## config.mk

```make
export PLATFORM = sky130hd
export DESIGN_NAME = jamma_joy_scan
export DESIGN_NICKNAME = d
export VERILOG_FILES = /design/src/rtl/joy_pkg.sv /design/src/rtl/joy_debounce.sv /design/src/rtl/jamma_joy_scan.sv
export SDC_FILE = /design/constraint.sdc
export NUM_CORES = 1
export LEC_CHECK = 0
export BUFFER_PORTS_ARGS = -buffer_cell sky130_fd_sc_hd__clkbuf_2
export CORE_MARGIN = 2
export CORE_UTILIZATION = 53
export CTS_CLUSTER_SIZE = 16
export DETAILED_ROUTE_END_ITERATION = 8
export GPL_TIMING_DRIVEN = 0
export PLACE_DENSITY = 0.81
export SETUP_SLACK_MARGIN = 0.02
export SLEW_MARGIN = 10
export SYNTH_ARGS = -nofsm -noshare
export SYNTH_HDL_FRONTEND = slang
export SYNTH_SLANG_ARGS = --single-unit
```

## constraint.sdc

```tcl
create_clock -name CLK -period 1.9 [get_ports CLK]
set_input_delay 0.38 -clock CLK [delete_from_list [all_inputs] [get_ports CLK]]
set_output_delay 0.38 -clock CLK [all_outputs]
set_load 0.05 [all_outputs]
```

## src/rtl/joy_pkg.sv

```systemverilog
// Shared types and constants for the JAMMA joystick scanner.
// Optional debounce is enabled by defining JOY_DEBOUNCE_EN.
package joy_pkg;

    typedef enum logic {
        SEL_A = 1'b0,
        SEL_B = 1'b1
    } scan_state_e;

    localparam int unsigned JOY_START = 7;
    localparam int unsigned JOY_FIRE2 = 6;
    localparam logic [7:0]  JOY_IDLE  = 8'hFF;

endpackage

```

## src/rtl/joy_debounce.sv

```systemverilog
// Per-bit debouncer clocked by a scan tick; with JOY_DEBOUNCE_EN defined a bit changes
// only after DEBOUNCE_SCANS consecutive disagreeing scans, otherwise it follows the raw scan.
module joy_debounce #(
    parameter int unsigned WIDTH          = 8,
    parameter int unsigned DEBOUNCE_SCANS = 3
) (
    input  logic             clk_i,
    input  logic             rst_n_i,
    input  logic             tick_i,
    input  logic [WIDTH-1:0] raw_i,
    output logic [WIDTH-1:0] deb_next_o
);

    if (DEBOUNCE_SCANS < 1 || DEBOUNCE_SCANS > 15) begin : g_bad_scans
        $error("joy_debounce: DEBOUNCE_SCANS out of range 1..15");
    end

    logic [WIDTH-1:0] deb_q;
    logic [WIDTH-1:0] deb_d;

`ifdef JOY_DEBOUNCE_EN
    logic [WIDTH-1:0][3:0] cnt_q;
    logic [WIDTH-1:0][3:0] cnt_d;

    // Counter never exceeds DEBOUNCE_SCANS-1: reaching it flips the bit and clears.
    always_comb begin
        deb_d = deb_q;
        cnt_d = cnt_q;
        if (tick_i) begin
            for (int unsigned i = 0; i < WIDTH; i++) begin
                if (raw_i[i] != deb_q[i]) begin
                    if (cnt_q[i] >= 4'(DEBOUNCE_SCANS - 1)) begin
                        deb_d[i] = raw_i[i];
                        cnt_d[i] = '0;
                    end else begin
                        cnt_d[i] = cnt_q[i] + 4'd1;
                    end
                end else begin
                    cnt_d[i] = '0;
                end
            end
        end
    end

    always_ff @(posedge clk_i) begin
        if (!rst_n_i) begin
            deb_q <= '1;
            cnt_q <= '0;
        end else begin
            deb_q <= deb_d;
            cnt_q <= cnt_d;
        end
    end
`else
    assign deb_d = tick_i ? raw_i : deb_q;

    always_ff @(posedge clk_i) begin
        if (!rst_n_i) begin
            deb_q <= '1;
        end else begin
            deb_q <= deb_d;
        end
    end
`endif

    assign deb_next_o = deb_d;

endmodule

```

## src/rtl/jamma_joy_scan.sv

```systemverilog
// Two-phase JAMMA joystick bus scanner with keyboard merge and scan-tick debouncing.
// Define JOY_DEBOUNCE_EN to enable multi-scan debounce; otherwise outputs follow the last scan.
module jamma_joy_scan
    import joy_pkg::*;
#(
    parameter int unsigned SETTLE_CYCLES  = 8,
    parameter int unsigned DEBOUNCE_SCANS = 3
) (
    input  logic       CLK,
    input  logic       RESET_N,
    input  logic [7:0] JJOY,
    input  logic [1:0] JCOIN,
    input  logic [5:0] KBD_JOY,
    output logic       JSELECT,
    output logic [7:0] JOY1,
    output logic [7:0] JOY2,
    output logic [1:0] COIN,
    output logic       SCAN_DONE
);

    if (SETTLE_CYCLES < 4 || SETTLE_CYCLES > 255) begin : g_bad_settle
        $error("jamma_joy_scan: SETTLE_CYCLES out of range 4..255");
    end

    logic [7:0]  jjoy_s1_q, jjoy_s2_q;
    logic [1:0]  jcoin_s1_q, jcoin_s2_q;
    scan_state_e state_q;
    logic [7:0]  cnt_q;
    logic        jsel_q;
    logic [7:0]  raw_a_q, raw_b_q;
    logic [1:0]  raw_coin_q;
    logic        scan_done_q;
    logic [7:0]  joy1_q, joy2_q;
    logic [1:0]  coin_q;
    logic [7:0]  deb_a_d, deb_b_d;
    logic [1:0]  deb_c_d;
    logic        phase_end;

    always_ff @(posedge CLK) begin
        if (!RESET_N) begin
            jjoy_s1_q  <= JOY_IDLE;
            jjoy_s2_q  <= JOY_IDLE;
            jcoin_s1_q <= '1;
            jcoin_s2_q <= '1;
        end else begin
            jjoy_s1_q  <= JJOY;
            jjoy_s2_q  <= jjoy_s1_q;
            jcoin_s1_q <= JCOIN;
            jcoin_s2_q <= jcoin_s1_q;
        end
    end

    assign phase_end = (cnt_q == 8'(SETTLE_CYCLES - 1));

    always_ff @(posedge CLK) begin
        if (!RESET_N) begin
            state_q     <= SEL_A;
            cnt_q       <= '0;
            jsel_q      <= 1'b0;
            raw_a_q     <= JOY_IDLE;
            raw_b_q     <= JOY_IDLE;
            raw_coin_q  <= '1;
            scan_done_q <= 1'b0;
            joy1_q      <= JOY_IDLE;
            joy2_q      <= JOY_IDLE;
            coin_q      <= '1;
        end else begin
            scan_done_q <= 1'b0;
            if (phase_end) begin
                cnt_q <= '0;
                if (state_q == SEL_A) begin
                    raw_a_q <= jjoy_s2_q;
                    state_q <= SEL_B;
                    jsel_q  <= 1'b1;
                end else begin
                    raw_b_q     <= jjoy_s2_q;
                    raw_coin_q  <= jcoin_s2_q;
                    state_q     <= SEL_A;
                    jsel_q      <= 1'b0;
                    scan_done_q <= 1'b1;
                end
            end else begin
                cnt_q <= cnt_q + 8'd1;
            end
            // Outputs only move at the end of the SCAN_DONE cycle, so no mid-scan glitches.
            if (scan_done_q) begin
                joy1_q <= {deb_a_d[JOY_START:JOY_FIRE2], deb_a_d[JOY_FIRE2-1:0] & KBD_JOY};
                joy2_q <= deb_b_d;
                coin_q <= deb_c_d;
            end
        end
    end

    joy_debounce #(.WIDTH(8), .DEBOUNCE_SCANS(DEBOUNCE_SCANS)) u_deb_a (
        .clk_i(CLK), .rst_n_i(RESET_N), .tick_i(scan_done_q),
        .raw_i(raw_a_q), .deb_next_o(deb_a_d)
    );

    joy_debounce #(.WIDTH(8), .DEBOUNCE_SCANS(DEBOUNCE_SCANS)) u_deb_b (
        .clk_i(CLK), .rst_n_i(RESET_N), .tick_i(scan_done_q),
        .raw_i(raw_b_q), .deb_next_o(deb_b_d)
    );

    joy_debounce #(.WIDTH(2), .DEBOUNCE_SCANS(DEBOUNCE_SCANS)) u_deb_c (
        .clk_i(CLK), .rst_n_i(RESET_N), .tick_i(scan_done_q),
        .raw_i(raw_coin_q), .deb_next_o(deb_c_d)
    );

    assign JSELECT   = jsel_q;
    assign JOY1      = joy1_q;
    assign JOY2      = joy2_q;
    assign COIN      = coin_q;
    assign SCAN_DONE = scan_done_q;

endmodule

```

Yosys cells after proc, flatten, opt, wreduce, memory -nomap -nowiden
Index checks and enable logic that the tools add are counted.
{"block": "classes", "mux": 5, "reduce_logical": 4, "eq_ne": 1, "n_bitwise": 3, "addsub": 1}
{"op": "$mux 8", "n": 2}
{"op": "$add 8x1->8 const B", "n": 1}
{"op": "$eq 8x3->1 const B", "n": 1}
{"op": "$and 6x6->6", "n": 1}
{"op": "$reduce_and 2->1", "n": 3}
{"op": "$mux 1", "n": 2}
{"op": "$mux 2", "n": 1}
{"op": "$not 1->1", "n": 2}
{"op": "$reduce_or 2->1", "n": 1}
{"block": "word_totals", "word_cells": 30, "register_bits": 84, "in_bits": 18, "out_inout_bits": 20}

Logic depth before layout (Yosys ltp)
{"block": "depth", "depth_word": 2, "mapped_depth": 5, "depth_no_buf": 4}

Hierarchy
A second synthesis with hierarchy kept.
{"block": "unflattened", "hier_cells": 284, "area_unflattened_um2": 3158.0}
{"module": "jamma_joy_scan", "cells_each": 225, "seq_area_each_um2": 1321.3, "area_each_um2": 2381.0, "n_inst": 1}
{"module": "joy_debounce at u_deb_a ...", "cells_each": 26, "seq_area_each_um2": 160.2, "area_each_um2": 345.3, "n_inst": 2}
{"module": "joy_debounce at u_deb_c", "cells_each": 7, "seq_area_each_um2": 40.0, "area_each_um2": 86.3, "n_inst": 1}

Least setup slack after synthesis
No wires, ideal clock.
{"block": "synth_path", "kind": "register to register", "startpoint": "reg JSELECT (netlist name)", "endpoint": "reg raw_coin_q[0]", "required_time_ns": 1.760, "setup_time_ns": 0.140, "path_buffers": 1, "slack_ns": 0.379, "path_stages_with_launch": 5, "arrival_time_ns": 1.380, "period_less_slack_ns": 1.521, "path_cell_list": "dfxtp_1 > nor4b_2 > and2_1 > buf_2 > o211ai_1"}
{"element": "end signal, assigned", "line": "jamma_joy_scan.sv:77", "text": "raw_coin_q <= jcoin_s2_q;"}
{"element": "end, declared", "line": "jamma_joy_scan.sv:31", "text": "logic [1:0] raw_coin_q;"}

Worst setup path after layout
{"block": "layout_path", "startpoint": "reg cnt_q[0]", "endpoint": "reg raw_a_q[4]"}
{"block": "layout_between", "elab_chain_len": 2}
{"element": "start, declared", "line": "jamma_joy_scan.sv:28", "text": "logic [7:0] cnt_q;"}
{"element": "start signal, assigned", "line": "jamma_joy_scan.sv:83", "text": "cnt_q <= cnt_q + 8'd1;"}
{"element": "$eq 8x3->1", "line": "jamma_joy_scan.sv:53", "text": "assign phase_end = (cnt_q == 8'(SETTLE_CYCLES - 1));"}
{"element": "$reduce_and 2->1 (no source line)"}
{"element": "end signal, assigned", "line": "jamma_joy_scan.sv:72", "text": "raw_a_q <= jjoy_s2_q;"}
{"element": "end, declared", "line": "jamma_joy_scan.sv:30", "text": "logic [7:0] raw_a_q, raw_b_q;"}
Every way passes these cells.
A chain may end at the register's enable or synchronous reset.

==> metrics.md <==
| Metric | Value |
|---|---|
| Pin count of the biggest net entering global routing | `11` |
| Die area | `4950 µm²` |
| Post-CTS sizing | `0` |
| Layout Skew | `9.27 ps` |
| First-pass DRT Iterations | `4` |
| Average wire per standard cell | `12.5 µm` |
| Logic pwr share | `0.034` |
| Worst min path class | `in -> reg` |
| R2R Setup Slk | `380 ps` |
| Ant diodes | `0` |
| Placeable Area | `4290 µm²` |
| Status | `finished, final reports clean` |
| Crit share post-route | `0.803` |
| Total number of vias | `1731` |
| Clock transition at path regs | `60 ps` |
| Peak fanout along the critical path | `9` |
| Cell area after layout | `2770 µm²` |
| Hold-fix buffers, CTS | `0` |
| Pwr/cell area | `948 nW/µm²` |
| Pint | `2.08 mW` |
| Final hold viol count | `0` |
| Final Setup Violations | `0` |
| Yosys reg bits | `66` |
| CTS tree | `built` |
| Placer Congestion | `0.799` |
| Primary FF master, synth | `dfxtp_1` |
| CP Data Required Time | `2160 ps` |
| FFs w/ async S/R, synth | `0` |
| Kind of end point of the critical path | `register` |
| Fmax | `0.656 GHz` |
| Crit path largest cell delay | `380 ps` |
| Die width | `70.4 µm` |
| H-tree levels | `3` |
| Sw Ratio | `0.207` |
| Net count after synthesis | `260` |
| Layout cells sized above 1 | `0.205` |
| Final hold slack | `219 ps` |
| DRC | `0` |
| Starting Density | `0.544` |
| DR vias/cell | `5.03` |
| Fin cells | `344` |
| Register area share after synthesis | `0.566` |
| Worst Path Buf+Inv | `1` |
| Most frequent cells in the layout | `66 x dfxtp_1, 36 x clkbuf_2, 26 x nand3_1, 26 x nand2b_1, 16 x inv_1` |
| PortBufs | `36` |
| Yosys cell types | `30` |
| First-pass GRT wire length | `7000 µm` |
| Layout area overhead | `18.4%` |
| Max Transition Viols Final | `0` |
| Post-synthesis instance area | `2330 µm²` |
| Clock power share | `0.425` |
| Period minus WS final | `1520 ps` |
| Max-cap viol count | `0` |
| Switching power | `0.542 mW` |
| CTS Sinks | `66` |
| Clock buffer depth | `2` |
| Unrepaired setup endpoints after global routing | `no` |
| Worst Path Class, Setup | `reg -> reg` |
| Slowest-stage cell, CP | `dfxtp_1` |
| Post-CTS Setup Bufs | `0` |
| Max_slew headroom | `0.659` |
| Die height | `70.4 µm` |
| FP Rows | `24` |
| Number of global-route vias before repair | `1545` |
| Critical Path Source Type | `register` |
| Clk_lat worst skew | `340 ps` |
| I/O pins | `38` |
| Commonest non-fill, non-tap cell in the layout | `dfxtp_1` |
| Antenna viol nets, final | `0` |
| Gate Count Post-Synth | `241` |
| Root buf cell | `clkbuf_8` |
| CTS buffer count | `9` |
| Share of power burned in registers | `0.542` |
| P_leak | `1.20 nW` |
| Dpl cells | `329` |
| Post-synth EDFFs | `0` |
| Final core area utilization | `0.644` |
| Total track usage | `0.188` |
| Initial antenna violation count | `0` |
| Total gr overflow | `0` |
| Worst VDD drop | `0.684 mV` |
| Worst-Margin Slew | `512 ps` |
| Synth Warn # | `0` |
| Syn Area/Cell | `9.69 µm²` |
| Final #Nets | `307` |
| Top cell type's share of synthesized area | `0.566` |
| Top cells by area, synth | `dfxtp_1 57%, nand2b_1 7.0%, nand3_1 5.6%, mux2i_1 3.4%, a21oi_1 3.2%` |
| Setup TNS Final | `0 ps` |
| Placed cell areas | `2580 µm²` |
| Cell family with most CP delay | `simple AND/OR/NAND/NOR gates` |
| Post-Route WL | `4300 µm` |
| HPWL after DPL | `2930 µm` |
| CP Cell Sequence | `ha_1, nand4bb_1, nor3_2, buf_6, mux2i_1` |
| Number of DRC markers in iteration 0 | `135` |
| Crit path DAT | `1790 ps` |
| Yosys top cell by area | `dfxtp_1` |
[metrics by stage]
stage	power (mW)	setup WS, ps
2_1_floorplan	1.51	379
3_3_place_gp	1.54	359
3_5_place_dp	1.54	357
4_1_cts	2.64	368
5_1_grt	2.70	220
6_report	2.62	375
[layout make-up]
class,instances,area [µm²]
plain buffers,18,82.6
clock buffers,12,145
clock inverters,3,40.0
fillers,359,1530
inverters,17,63.8
multi-input cells,140,867
flip-flops and latches,66,1320
well taps,52,65.1
repair buffers,36,180
[worst paths after layout]
kind | startpoint | end | cells past startpoint
setup / recovery | cnt_q[0] | raw_a_q[4] | 5
hold / removal | JJOY[2] | jjoy_s1_q[2] | 2
setup reg to reg | cnt_q[0] | raw_a_q[4] | 5
hold reg to reg | jjoy_s1_q[4] | jjoy_s2_q[4] | 1
[per-layer routing]
metal	vias up	GRT usage	wire, µm
li1	896	-	-
met1	769	0.233	2040
met2	57	0.277	1890
met3	9	0.0519	273
met4	0	0.137	97
met5	-	0	0
[power by group through the flow]
| stage | clock (mW) | sequential, mW | combinational [mW] |
|---|---|---|---|
| after floorplan | 0 | 1.45 | 0.0575 |
| after global placement | 0 | 1.45 | 0.0875 |
| after detailed placement | 0 | 1.45 | 0.0886 |
| after CTS | 1.13 | 1.42 | 0.0896 |
| after global routing | 1.18 | 1.42 | 0.101 |
| final | 1.11 | 1.42 | 0.0880 |
[logic make-up (layout without fill, tap and decap cells)]
group / count (synthesis) / after routing / synth area share
and+or+nand+nor: 85 / 85 / 0.211
xor gates and xnor gates: 3 / 3 / 0.0113
muxes: 8 / 8 / 0.0343
AOI/OAI and AO/OA: 43 / 43 / 0.109
adders and majority gates: 1 / 1 / 0.00536
DFF: 66 / 66 / 0.566
buffers and inverters: 35 / 86 / 0.0627
[synth_stat cells, types with 2 or more instances]
master,n
a21oi_1,15
buf_2,6
clkbuf_1,11
dfxtp_1,66
inv_1,16
mux2i_1,8
nand2b_1,26
nand3_1,26
nor2_1,13
nor2b_1,8
o211ai_1,2
o21a_1,2
o21ai_0,15
o31a_1,8
or3_1,3
xor2_1,2
[state kept, by name (all words and copies together) (netlist names)]
signal and cells:
COIN 2, JOY1 8, JOY2 8, JSELECT 1, SCAN_DONE 1, cnt_q 8, jcoin_s1_q 2, jcoin_s2_q 2
jjoy_s1_q 8, jjoy_s2_q 8, raw_a_q 8, raw_b_q 8, raw_coin_q 2
(Power assumes the default switching activity.)
